`src/rtl/imem_loader_pkg.sv`:
```
// Shared types and derivations for the instruction-memory loader.
package imem_loader_pkg;

    typedef enum logic [2:0] {
        S_IDLE,
        S_LOAD,
        S_WRITE,
        S_FILL,
        S_ERROR
    } state_t;

    // The first byte received is the most significant byte of the word.
    localparam bit BIG_ENDIAN = 1'b1;

    function automatic int bytes_of(input int n);
        return n / 8;
    endfunction

    function automatic int depth_of(input int aw);
        return 1 << aw;
    endfunction

endpackage

```
`src/rtl/imem_loader_byte_packer.sv`:
```
// Assembles bytes into an N-bit word; word_valid flags the transfer completing a word.
// Zero latency on word_valid, word register updates on the accepting edge; no backpressure of its own.
module byte_packer
    import imem_loader_pkg::*;
#(
    parameter int N = 32
) (
    input  logic         clk,
    input  logic         reset,
    input  logic         clear,
    input  logic         in_vld,
    input  logic [7:0]   in_dat,
    output logic         word_valid,
    output logic [N-1:0] word
);

    localparam int BYTES = bytes_of(N);
    localparam int CW    = (BYTES > 1) ? $clog2(BYTES) : 1;
    localparam logic [CW-1:0] LAST = CW'(BYTES - 1);

    logic [CW-1:0] r_cnt;
    logic [N-1:0]  r_word;

    always_ff @(posedge clk or posedge reset) begin
        if (reset) begin
            r_cnt  <= '0;
            r_word <= '0;
        end else if (clear) begin
            r_cnt  <= '0;
            r_word <= '0;
        end else if (in_vld) begin
            r_cnt <= (r_cnt == LAST) ? '0 : r_cnt + 1'b1;
            if (BIG_ENDIAN)
                r_word <= (r_word << 8) | N'(in_dat);
            else
                r_word <= (r_word >> 8) | (N'(in_dat) << (N - 8));
        end
    end

    assign word_valid = in_vld && (r_cnt == LAST);
    assign word       = r_word;

endmodule

```
`src/rtl/imem_loader.sv`:
```
// Loads instruction memory from a byte stream, zero-fills the rest and holds the core in reset meanwhile.
// One write per word the cycle after its last byte; byte_ready is decoded from state only.
module imem_loader
    import imem_loader_pkg::*;
#(
    parameter int N             = 32,
    parameter int ADDR_W        = 6,
    parameter int TIMEOUT       = 1024,
    parameter bit HOLD_AT_RESET = 1'b0
) (
    input  logic              clk,
    input  logic              reset,
    input  logic              start,
    input  logic [ADDR_W:0]   len,
    input  logic              byte_valid,
    input  logic [7:0]        byte_data,
    output logic              byte_ready,
    output logic              we,
    output logic [ADDR_W-1:0] waddr,
    output logic [N-1:0]      wdata,
    output logic              cpu_reset,
    output logic              busy,
    output logic              done,
    output logic              err
);

    localparam int DEPTH = depth_of(ADDR_W);
    localparam int TW    = $clog2(TIMEOUT + 1);
    localparam logic [ADDR_W:0] DEPTH_C   = (ADDR_W + 1)'(DEPTH);
    localparam logic [ADDR_W:0] LAST_ADDR = (ADDR_W + 1)'(DEPTH - 1);
    localparam logic [TW-1:0]   TO_LAST   = TW'(TIMEOUT - 1);

    state_t          r_state, w_next;
    logic [ADDR_W:0] r_len, r_idx, w_idx_inc, w_len_clamped;
    logic [TW-1:0]   r_idle;
    logic            r_loaded, r_done;
    logic            w_start_ok, w_xfer, w_word_vld, w_finish, w_timeout;
    logic [N-1:0]    w_word;

    assign w_xfer        = byte_valid && (r_state == S_LOAD);
    assign w_start_ok    = start && ((r_state == S_IDLE) || (r_state == S_ERROR));
    assign w_len_clamped = (len > DEPTH_C) ? DEPTH_C : len;
    assign w_idx_inc     = r_idx + 1'b1;
    assign w_timeout     = !byte_valid && (r_idle == TO_LAST);

    byte_packer #(.N(N)) u_packer (
        .clk        (clk),
        .reset      (reset),
        .clear      (w_start_ok),
        .in_vld     (w_xfer),
        .in_dat     (byte_data),
        .word_valid (w_word_vld),
        .word       (w_word)
    );

    always_ff @(posedge clk or posedge reset) begin
        if (reset) r_state <= S_IDLE;
        else       r_state <= w_next;
    end

    always_comb begin
        w_next     = r_state;
        w_finish   = 1'b0;
        byte_ready = 1'b0;
        we         = 1'b0;
        waddr      = '0;
        wdata      = '0;
        busy       = 1'b0;
        err        = 1'b0;
        case (r_state)
            S_IDLE, S_ERROR: begin
                err = (r_state == S_ERROR);
                if (w_start_ok)
                    w_next = (w_len_clamped == '0) ? S_FILL : S_LOAD;
            end
            S_LOAD: begin
                busy       = 1'b1;
                byte_ready = 1'b1;
                if (w_word_vld)     w_next = S_WRITE;
                else if (w_timeout) w_next = S_ERROR;
            end
            S_WRITE: begin
                busy  = 1'b1;
                we    = 1'b1;
                waddr = r_idx[ADDR_W-1:0];
                wdata = w_word;
                if (w_idx_inc == r_len) begin
                    // A full-depth load leaves nothing to zero-fill.
                    if (r_len == DEPTH_C) begin
                        w_next   = S_IDLE;
                        w_finish = 1'b1;
                    end else begin
                        w_next = S_FILL;
                    end
                end else begin
                    w_next = S_LOAD;
                end
            end
            S_FILL: begin
                busy  = 1'b1;
                we    = 1'b1;
                waddr = r_idx[ADDR_W-1:0];
                if (r_idx == LAST_ADDR) begin
                    w_next   = S_IDLE;
                    w_finish = 1'b1;
                end
            end
            default: w_next = S_IDLE;
        endcase
    end

    always_ff @(posedge clk or posedge reset) begin
        if (reset) begin
            r_len    <= '0;
            r_idx    <= '0;
            r_idle   <= '0;
            r_loaded <= 1'b0;
            r_done   <= 1'b0;
        end else begin
            r_done <= w_finish;
            if (w_finish)
                r_loaded <= 1'b1;
            if (w_start_ok) begin
                r_len <= w_len_clamped;
                r_idx <= '0;
            end else if ((r_state == S_WRITE) || (r_state == S_FILL)) begin
                r_idx <= w_idx_inc;
            end
            if ((r_state != S_LOAD) || w_xfer)
                r_idle <= '0;
            else
                r_idle <= r_idle + 1'b1;
        end
    end

    assign cpu_reset = (r_state != S_IDLE) || (HOLD_AT_RESET && !r_loaded);
    assign done      = r_done;

endmodule

```
`config.mk`:
```
export PLATFORM = sky130hd
export DESIGN_NAME = imem_loader
export DESIGN_NICKNAME = d
export VERILOG_FILES = /design/src/rtl/imem_loader_pkg.sv /design/src/rtl/imem_loader_byte_packer.sv /design/src/rtl/imem_loader.sv
export SDC_FILE = /design/constraint.sdc
export NUM_CORES = 1
export LEC_CHECK = 0
export CORE_MARGIN = 3
export CORE_UTILIZATION = 50
export DETAILED_ROUTE_END_ITERATION = 12
export GPL_TIMING_DRIVEN = 0
export PLACE_DENSITY = 0.77
export SLEW_MARGIN = 20
export SYNTH_ARGS = -nofsm -noshare
export SYNTH_HDL_FRONTEND = slang
export SYNTH_SLANG_ARGS = --single-unit
```
`constraint.sdc`:
```
create_clock -name clk -period 3 [get_ports clk]
set_clock_uncertainty 0.2 [all_clocks]
set_input_delay 0.6 -clock clk [delete_from_list [all_inputs] [get_ports clk]]
set_output_delay 0.6 -clock clk [all_outputs]
set_load 0.01 [all_outputs]
```
## Word level (Yosys, flattened, before mapping)

Cells that the tools add are included.

- Muxes and demuxes: 27
- Reduce and logical (&&, ||, !) cells: 17
- Equal/unequal tests: 13
- Magnitude comparators: 1
- Bitwise operators: 1
- Add/sub/neg operators: 3

Operators with widths:

| operator | count |
|---|---|
| two-way mux 32 bit | 3 |
| OR 32 x 8 -> 32 bit | 1 |
| two-way mux 7 bit | 3 |
| two-way mux 3 bit | 5 |
| one-hot mux 3 bit (4 select lines) | 1 |
| adder 11 x 1 -> 11 bit (second input constant) | 1 |
| == test 11 x 10 -> 1 bit (second input constant) | 1 |
| two-way mux 11 bit | 1 |
| two-way mux 2 bit | 5 |
| adder 7 x 1 -> 7 bit (second input constant) | 1 |
| == test 7 x 6 -> 1 bit (second input constant) | 1 |
| == test 7 bit | 1 |
| == test 7 bit (second input constant) | 1 |
| greater-than comparator 7 bit (second input constant) | 1 |
| zero test 7 bit | 1 |
| two-way mux 1 bit | 7 |
| == test 3 x 2 -> 1 bit (second input constant) | 2 |
| two-way mux 6 bit | 1 |
| logical AND 1 bit | 4 |
| nonzero test 2 bit | 2 |
| OR reduction 2 bit | 2 |
| == test 3 x 1 -> 1 bit (second input constant) | 1 |
| == test 3 bit (second input constant) | 1 |
| zero test 3 bit | 1 |
| 12 further kinds | 14 |

- Bits in registers: 63
- Word-level logic and storage cells: 69

## Longest topological paths before layout

Gate-level depths: netlist (run 1).

- Word-level depth: 6
- Gate-level depth with buffers: 7
- Depth with buffers taken out: 6

## Cells and area by module

Synthesis (run 1) repeated with hierarchy kept, for this count alone.

- Cell total of the unflattened synthesis: 343
- Area total of the unflattened synthesis: 3357.0 µm²

Modules (own cells, without submodules):

| module | cells an instance | area an instance (µm²) | instances | sequential area each (µm²) |
|---|---|---|---|---|
| imem_loader | 230 | 1925.6 | 1 | 725.7 |
| byte_packer | 113 | 1431.4 | 1 | 850.8 |

## Worst setup path before layout (run 1)

OpenSTA, ideal clock, no wires.

- Kind: register -> register
- Start point: reg r_idx[0]
- End point: reg r_state[0]
- Path buffers: 0
- Period minus slack after synthesis: 2192 ps
- Arrival: 1873 ps
- Library setup time: 119 ps
- Slack: 808 ps
- Data required time: 2681 ps
- Cell stages (with the launch flop): 7
- Path through: dfrtp_1 -> ha_1 -> nand3_4 -> or3_4 -> a2111oi_4 -> nand4_1 -> a21bo_1

- Cells in the longest elaborated chain, start to end: 4
- Elaborated cells on any way between the ends: 7

RTL lines:

| item | RTL line | source |
|---|---|---|
| from (decl) | imem_loader.sv:34 | `logic [ADDR_W:0] r_len, r_idx, w_idx_inc, w_len_clamped;` |
| from (signal assigned) | imem_loader.sv:127 | `r_idx <= w_idx_inc;` |
| adder 7 x 1 -> 7 bit | imem_loader.sv:43 | `assign w_idx_inc = r_idx + 1'b1;` |
| == test 7 bit | imem_loader.sv:87 | `if (w_idx_inc == r_len) begin` |
| two-way mux 3 bit | imem_loader.sv:87 |  |
| one-hot mux 3 bit (4 select lines) | imem_loader.sv:70 | `case (r_state)` |
| to (signal assigned) | imem_loader.sv:58 | `else r_state <= w_next;` |
| to (decl) | imem_loader.sv:33 | `state_t r_state, w_next;` |

Several ways; a longest one is shown, not always the timed one.
A chain may end at the register's enable or synchronous reset.

## Worst setup path after layout (run 1)

- Start point: reg r_state[2]
- End point: out wdata[24]

- Cells in the longest elaborated chain, start to end: 2

RTL lines:

| item | RTL line | source |
|---|---|---|
| == test 3 x 2 -> 1 bit | imem_loader.sv:70 |  |
| two-way mux 32 bit | imem_loader.sv:70 |  |
| to (decl) | imem_loader.sv:20 | `output logic [N-1:0] wdata,` |

No other way between the ends.

==> summary.txt, run 1 <==
average vias per placed instance: 5.26
overall routed net length: 7460 um
Tightest Pin Transition: 547 ps
Remaining DRCs: 0
final period utilization: 98.5%
hold_buf cts: 0
final cell count without fillers: 525
sequential area share after synthesis: 49.2%
run status: finished, final reports clean
async set-reset flop share out of synthesis: 100%
Syn Std Cell Area: 3200 um2
VDD IR-drop max: 379 uV
CTS sink cnt: 63
Net Count, Synth: 390
number of max-slew violations in the final report: 0
row count: 28
Die Outline Area: 7410 um2
static power due to leakage: 2.33 nW
effective utilization at floorplan: 52.9%
first-pass iteration count of the detailed router: 4
wire length of the first global-routing pass: 12300 um
Req. time, crit path: 2200 ps
Crit path largest cell delay: 520 ps
Yosys reg bits: 63
startpoint class of the critical path: flip-flop
CP Class: reg2out
H-tree depth reported by CTS: 3
Gate Count Post-Synth: 368
number of nets still failing antenna checks after routing: 0
die outline height: 86.1 um
Post-Place Setup Slack: 25.5 ps
vias in the first global route: 2626
worst max-slew margin expressed relative to the limit: 63.4%
post-placement cell count: 506
number of buffers inserted during clock tree synthesis: 9
final setup violation count: 0
Max-cap violations: 0
Die X: 86.1 um
clock tree from TritonCTS: yes
number of ports placed on the die boundary: 63
largest net degree at the start of global routing: 44
sum of overflow across all layers after global routing: 0
setup ws final: 44.4 ps
share of post-route cells with drive strength above 1: 8.44%
number of vias in the routed layout: 2762
root buffer cell: clkbuf_8
Post-DP HPWL: 5200 um
initial DRC count: 176
leading area contributor after synthesis: dfrtp_1
count of different cell masters after synthesis: 40
unrepaired setup endpoints after global routing: true
maximum buffer depth of the clock tree: 2
power density over the cells: 694 nW/um2
most frequent standard cell in the layout excluding fill and tap cells: nand2_1
Yosys top cell area share: 49.2%
slowest stage cell, crit path: clkdlybuf4s50_1
gpl congestion: 0.828
P&R area growth vs syn: 33.5%
worst path cell trace: nand2b_1, buf_2, nor2_4, buf_6, and2_1, clkdlybuf4s50_1
final worst path period need: 2960 ps
setup TNS: 0 ps
Hold Path Class: reg2reg
number of buffers inserted by port buffering: 62
Clock Latency Late Sink: 340 ps
top achievable clock speed: 0.338 GHz
area of the core: 6060 um2
Yosys warning total: 0
nature of the critical path endpoint: primary output
number of flops mapped to enable cells by yosys: 0
most common flop cell mapped by yosys: dfrtp_1
multi-input combinational cell area: 1530 um2
top library cells by usage in the layout, fill and taps aside: nand2_1 (98), dfrtp_1 (63), and2_1 (40)
Storage cell area: 1580 um2
syn avg cell area: 8.71 um2
clock transition at the registers of the reported paths: 60 ps
number of antenna diodes: 0
number of antenna violations at the first check in global routing: 0
routed length per instance: 14.2 um
arrival time reported for the critical path endpoint: 2160 ps
filler cell count: 486
total global-route track usage: 21.2%
most area-consuming cells after synthesis: dfrtp_1 (49%), nand2_1 (11%), and2_1 (7.8%)
fin nets: 467
Hold Violations, Final: 0
crit path max fanout: 10
[kinds of logic (layout without fill, tap and decap cells)]
| logic type | Yosys count | in the layout | share of synthesized area (%) |
|---|---|---|---|
| compound gates | 61 | 61 | 11.3 |
| xor+xnor | 17 | 17 | 4.65 |
| buf+inv | 25 | 107 | 3.36 |
| flops | 63 | 63 | 49.2 |
| simple gates | 199 | 199 | 30.3 |
| fa+ha+maj | 3 | 3 | 1.17 |
[registers in the layout (all words and copies together) (netlist names)]
register,count
u_packer.word,32
r_idle,11
r_idx,7
r_len,7
r_state,3
u_packer.r_cnt,2
done,1
[critical path, delay by kind of cell (launching register included)]
kind          cells  cell delay (ps)
buf+inv           3              870
flops             1              420
simple gates      3              520
[routing by layer]
metal / share of wire [%] / GRT usage (%)
met1: 46 / 29.9
met2: 46 / 31.3
met3: 5.2 / 5.28
met4: 2.2 / 8.63
met5: 0 / 0
[where the power goes]
part	internal [mW]	leakage [nW]	switching, mW
Combinational	0.379	1.36	0.508
Clock	0.449	0.109	0.324
Sequential	1.10	0.854	0.212
Total	1.92	2.33	1.04
[path summary, 6_finish.rpt]
| kind | slack, ps | start | to | depth (start not counted) |
|---|---|---|---|---|
| hold / removal | 300 | r_idle[0] | r_idle[0] | 1 |
| max in group asynchronous | 1740 | reset | r_len[2] | 3 |
| setup reg to reg | 580 | r_idx[0] | r_state[0] | 6 |
| hold reg to reg | 300 | r_idle[0] | r_idle[0] | 1 |
| setup / recovery | 40 | r_state[2] | wdata[24] | 6 |
| min in group asynchronous | 360 | reset | r_state[0] | 2 |
[metrics by stage]
stage / hold slack (ps) / utilization (%) / total power [mW] / cell area, um2
after floorplan: 255 / - / 1.89 / 3200
after global routing: 322 / 70.6 / 3.18 / 4280
after global placement: 280 / 64.7 / 2.16 / 3920
after detailed placement: 289 / 65.0 / 2.19 / 3940
final: 296 / 70.6 / 2.97 / 4280
after CTS: 297 / 68.7 / 2.97 / 4170
[area by class of cell]
cell class / instances / share of cell area (%)
Multi-Input combinational cell: 280 / 35.7
Sequential cell: 63 / 36.9
Clock inverter: 3 / 0.936
Tap cell: 75 / 2.19
Buffer: 17 / 2.34
Clock buffer: 13 / 3.95
Timing Repair Buffer: 67 / 17.3
Inverter: 7 / 0.702
[synth_stat cells (all sizes together), types with 2 or more instances]
library cell  instances
and2                 41
nor4                  2
nand2                98
nor3b                 2
buf                   6
nand2b                2
a21oi                39
inv                   6
xor2                  9
nand4                 4
dfrtp                63
nor3                  3
o22ai                 2
o21ai                10
nand3                 6
xnor2                 8
nor2                 23
nand3b                8
clkbuf               12
ha                    3
or3                   5
and3                  3
[what timing repair did]
action / CTS / global route
endpoints found under the setup margin: 38 / 29
pin swaps: 0 / 1
buffers inserted: 0 / 4
resized for setup: 9 / 34
gates cloned: 0 / 0
Power figures use the tool's default switching activity.
==> run 2, diff against run 1 <==
CORE_MARGIN = not set   (was 3)
==> run 2 against run 1 <==
Effect of this change:
- setup slack improved by 31 ps
- power decreased by 1.7%
- combinational power about the same
- cell count decreased by 0.38%
- non-clock buffer count decreased by 2
- via count increased by 0.11%
- count of clock-buffer cells in the layout decreased by 1
- sequential share of layout area increased by 0.94 points
==> summary.txt, run 2 (synthesized netlist as in run 1, its figures left out) <==
post-placement cell count: 506
P&R area growth vs syn: 30.3%
initial DRC count: 185
end point of the worst hold path: r_idle[0]
total global-route track usage: 25.4%
number of buffers inserted by port buffering: 62
fin nets: 465
first-pass iteration count of the detailed router: 4
sum of overflow across all layers after global routing: 0
number of buffers inserted during clock tree synthesis: 9
overall routed net length: 7520 um
wire length of the first global-routing pass: 12400 um
nature of the critical path endpoint: primary output
power density over the cells: 699 nW/um2
worst max-slew margin expressed relative to the limit: 61.3%
Req. time, crit path: 2200 ps
Setup crit start: r_state[2]
top library cells by usage in the layout, fill and taps aside: nand2_1 (98), dfrtp_1 (62), clkdlybuf4s50_1 (59)
gpl congestion: 0.818
clock transition at the registers of the reported paths: 70 ps
share of post-route cells with drive strength above 1: 8.04%
depth of the worst hold-timing path: 1
routed length per instance: 14.4 um
flop-to-flop setup slack: 490 ps
number of antenna diodes: 0
H-tree depth reported by CTS: 3
launch point of the worst reg-to-reg path: r_idx[0]
max reg flops: 32
die outline height: 82.1 um
average vias per placed instance: 5.29
Tightest Pin Transition: 580 ps
area of the core: 6060 um2
setup ws final: 75.8 ps
largest net degree at the start of global routing: 47
Remaining DRCs: 0
number of max-slew violations in the final report: 0
filler cell count: 518
hold_buf cts: 0
total power: 2.92 mW
CP Class: reg2out
Post-DP HPWL: 5240 um
final cell count without fillers: 523
arrival time reported for the critical path endpoint: 2120 ps
root buffer cell: clkbuf_8
count of cells along the worst register-to-register path: 6
Hold Path Class: reg2reg
final hold slack: 313 ps
VDD IR-drop max: 429 uV
number of vias in the routed layout: 2765
top achievable clock speed: 0.342 GHz
Hold Violations, Final: 0
crit path max fanout: 10
maximum buffer depth of the clock tree: 2
Die Outline Area: 6730 um2
vias in the first global route: 2636
Max-cap violations: 0
run status: finished, final reports clean
unrepaired setup endpoints after global routing: true
final worst path period need: 2920 ps
row count: 28
startpoint class of the critical path: flip-flop
Post-Place Setup Slack: -19.4 ps
Die X: 82.1 um
final period utilization: 97.5%
static power due to leakage: 1.82 nW
number of ports placed on the die boundary: 63
clock tree from TritonCTS: yes
number of antenna violations at the first check in global routing: 0
final setup violation count: 0
CTS sink cnt: 63
number of nets still failing antenna checks after routing: 0
endpoint of the most critical register-to-register path: r_state[0]
Clock Latency Late Sink: 340 ps
most frequent standard cell in the layout excluding fill and tap cells: nand2_1
effective utilization at floorplan: 52.9%
worst min-delay path startpoint: r_idle[0]
==> run 2: cell types whose count changed in the layout (fill, tap and decap cells not counted), moves of 2 or more <==
cell             before  now
clkdlybuf4s50_1      34   59
clkbuf_8             12   10
dlymetal6s2s_1       28    2
buf_6                 4    1
==> run 2: layer usage <==
layer | track usage (%) | part of all wire, %
met5 | 0 | 0
met4 | 13.2 | 2.4
met3 | 4.11 | 3.7
met2 | 38.7 | 48
met1 | 34.8 | 46
==> run 2: critical path, cell delays in order, from the launching register on <==
cell and delay, ps:
dfrtp_2 440, nand2b_1 140, buf_2 180, nor2_4 170
buf_4 180, and2_1 140, clkdlybuf4s50_1 530
==> run 2: what timing repair did <==
| item | in CTS | in global routing |
|---|---|---|
| setup buffers | 2 | 0 |
| pin swaps | 1 | 1 |
| endpoints found under the setup margin | 37 | 30 |
| resized for setup | 10 | 6 |
==> run 2: power by group <==
part | switching [mW] | internal, mW | total (mW) | leakage, nW
Combinational | 0.513 | 0.372 | 0.885 | 0.871
Clock | 0.318 | 0.403 | 0.720 | 0.100
Sequential | 0.216 | 1.10 | 1.31 | 0.853
==> run 2: final cells by class <==
| cell class | instances | area (um2) | area share, % |
|---|---|---|---|
| buffer | 17 | 88.8 | 2.13 |
| clock buffer | 12 | 145 | 3.48 |
| clock inverter | 4 | 45.0 | 1.08 |
| inverter | 7 | 30.0 | 0.719 |
| multi-input combinational | 280 | 1530 | 36.6 |
| sequential | 63 | 1580 | 37.8 |
| tap | 75 | 93.8 | 2.25 |
| timing repair buffer | 65 | 667 | 16.0 |
==> run 2: metrics by stage <==
stage / setup TNS, ps / instance area (um2) / utilization [%]
final: 0 / 4180 / 68.9
after detailed placement: -95.5 / 3950 / 65.2
after CTS: 0 / 4170 / 68.8
after global routing: -828 / 4180 / 68.9
after floorplan: 0 / 3200 / -
after global placement: -27130 / 3920 / 64.7
==> run 2: worst max-delay path by stage <==
stage	end	cells past startpoint	slack [ps]
final	wdata[21]	6	80
after detailed placement	wdata[22]	6	-20
after CTS	wdata[14]	6	4
after global routing	wdata[21]	6	-50
after global placement	r_idx[2]	2	-430
after floorplan	done	1	630
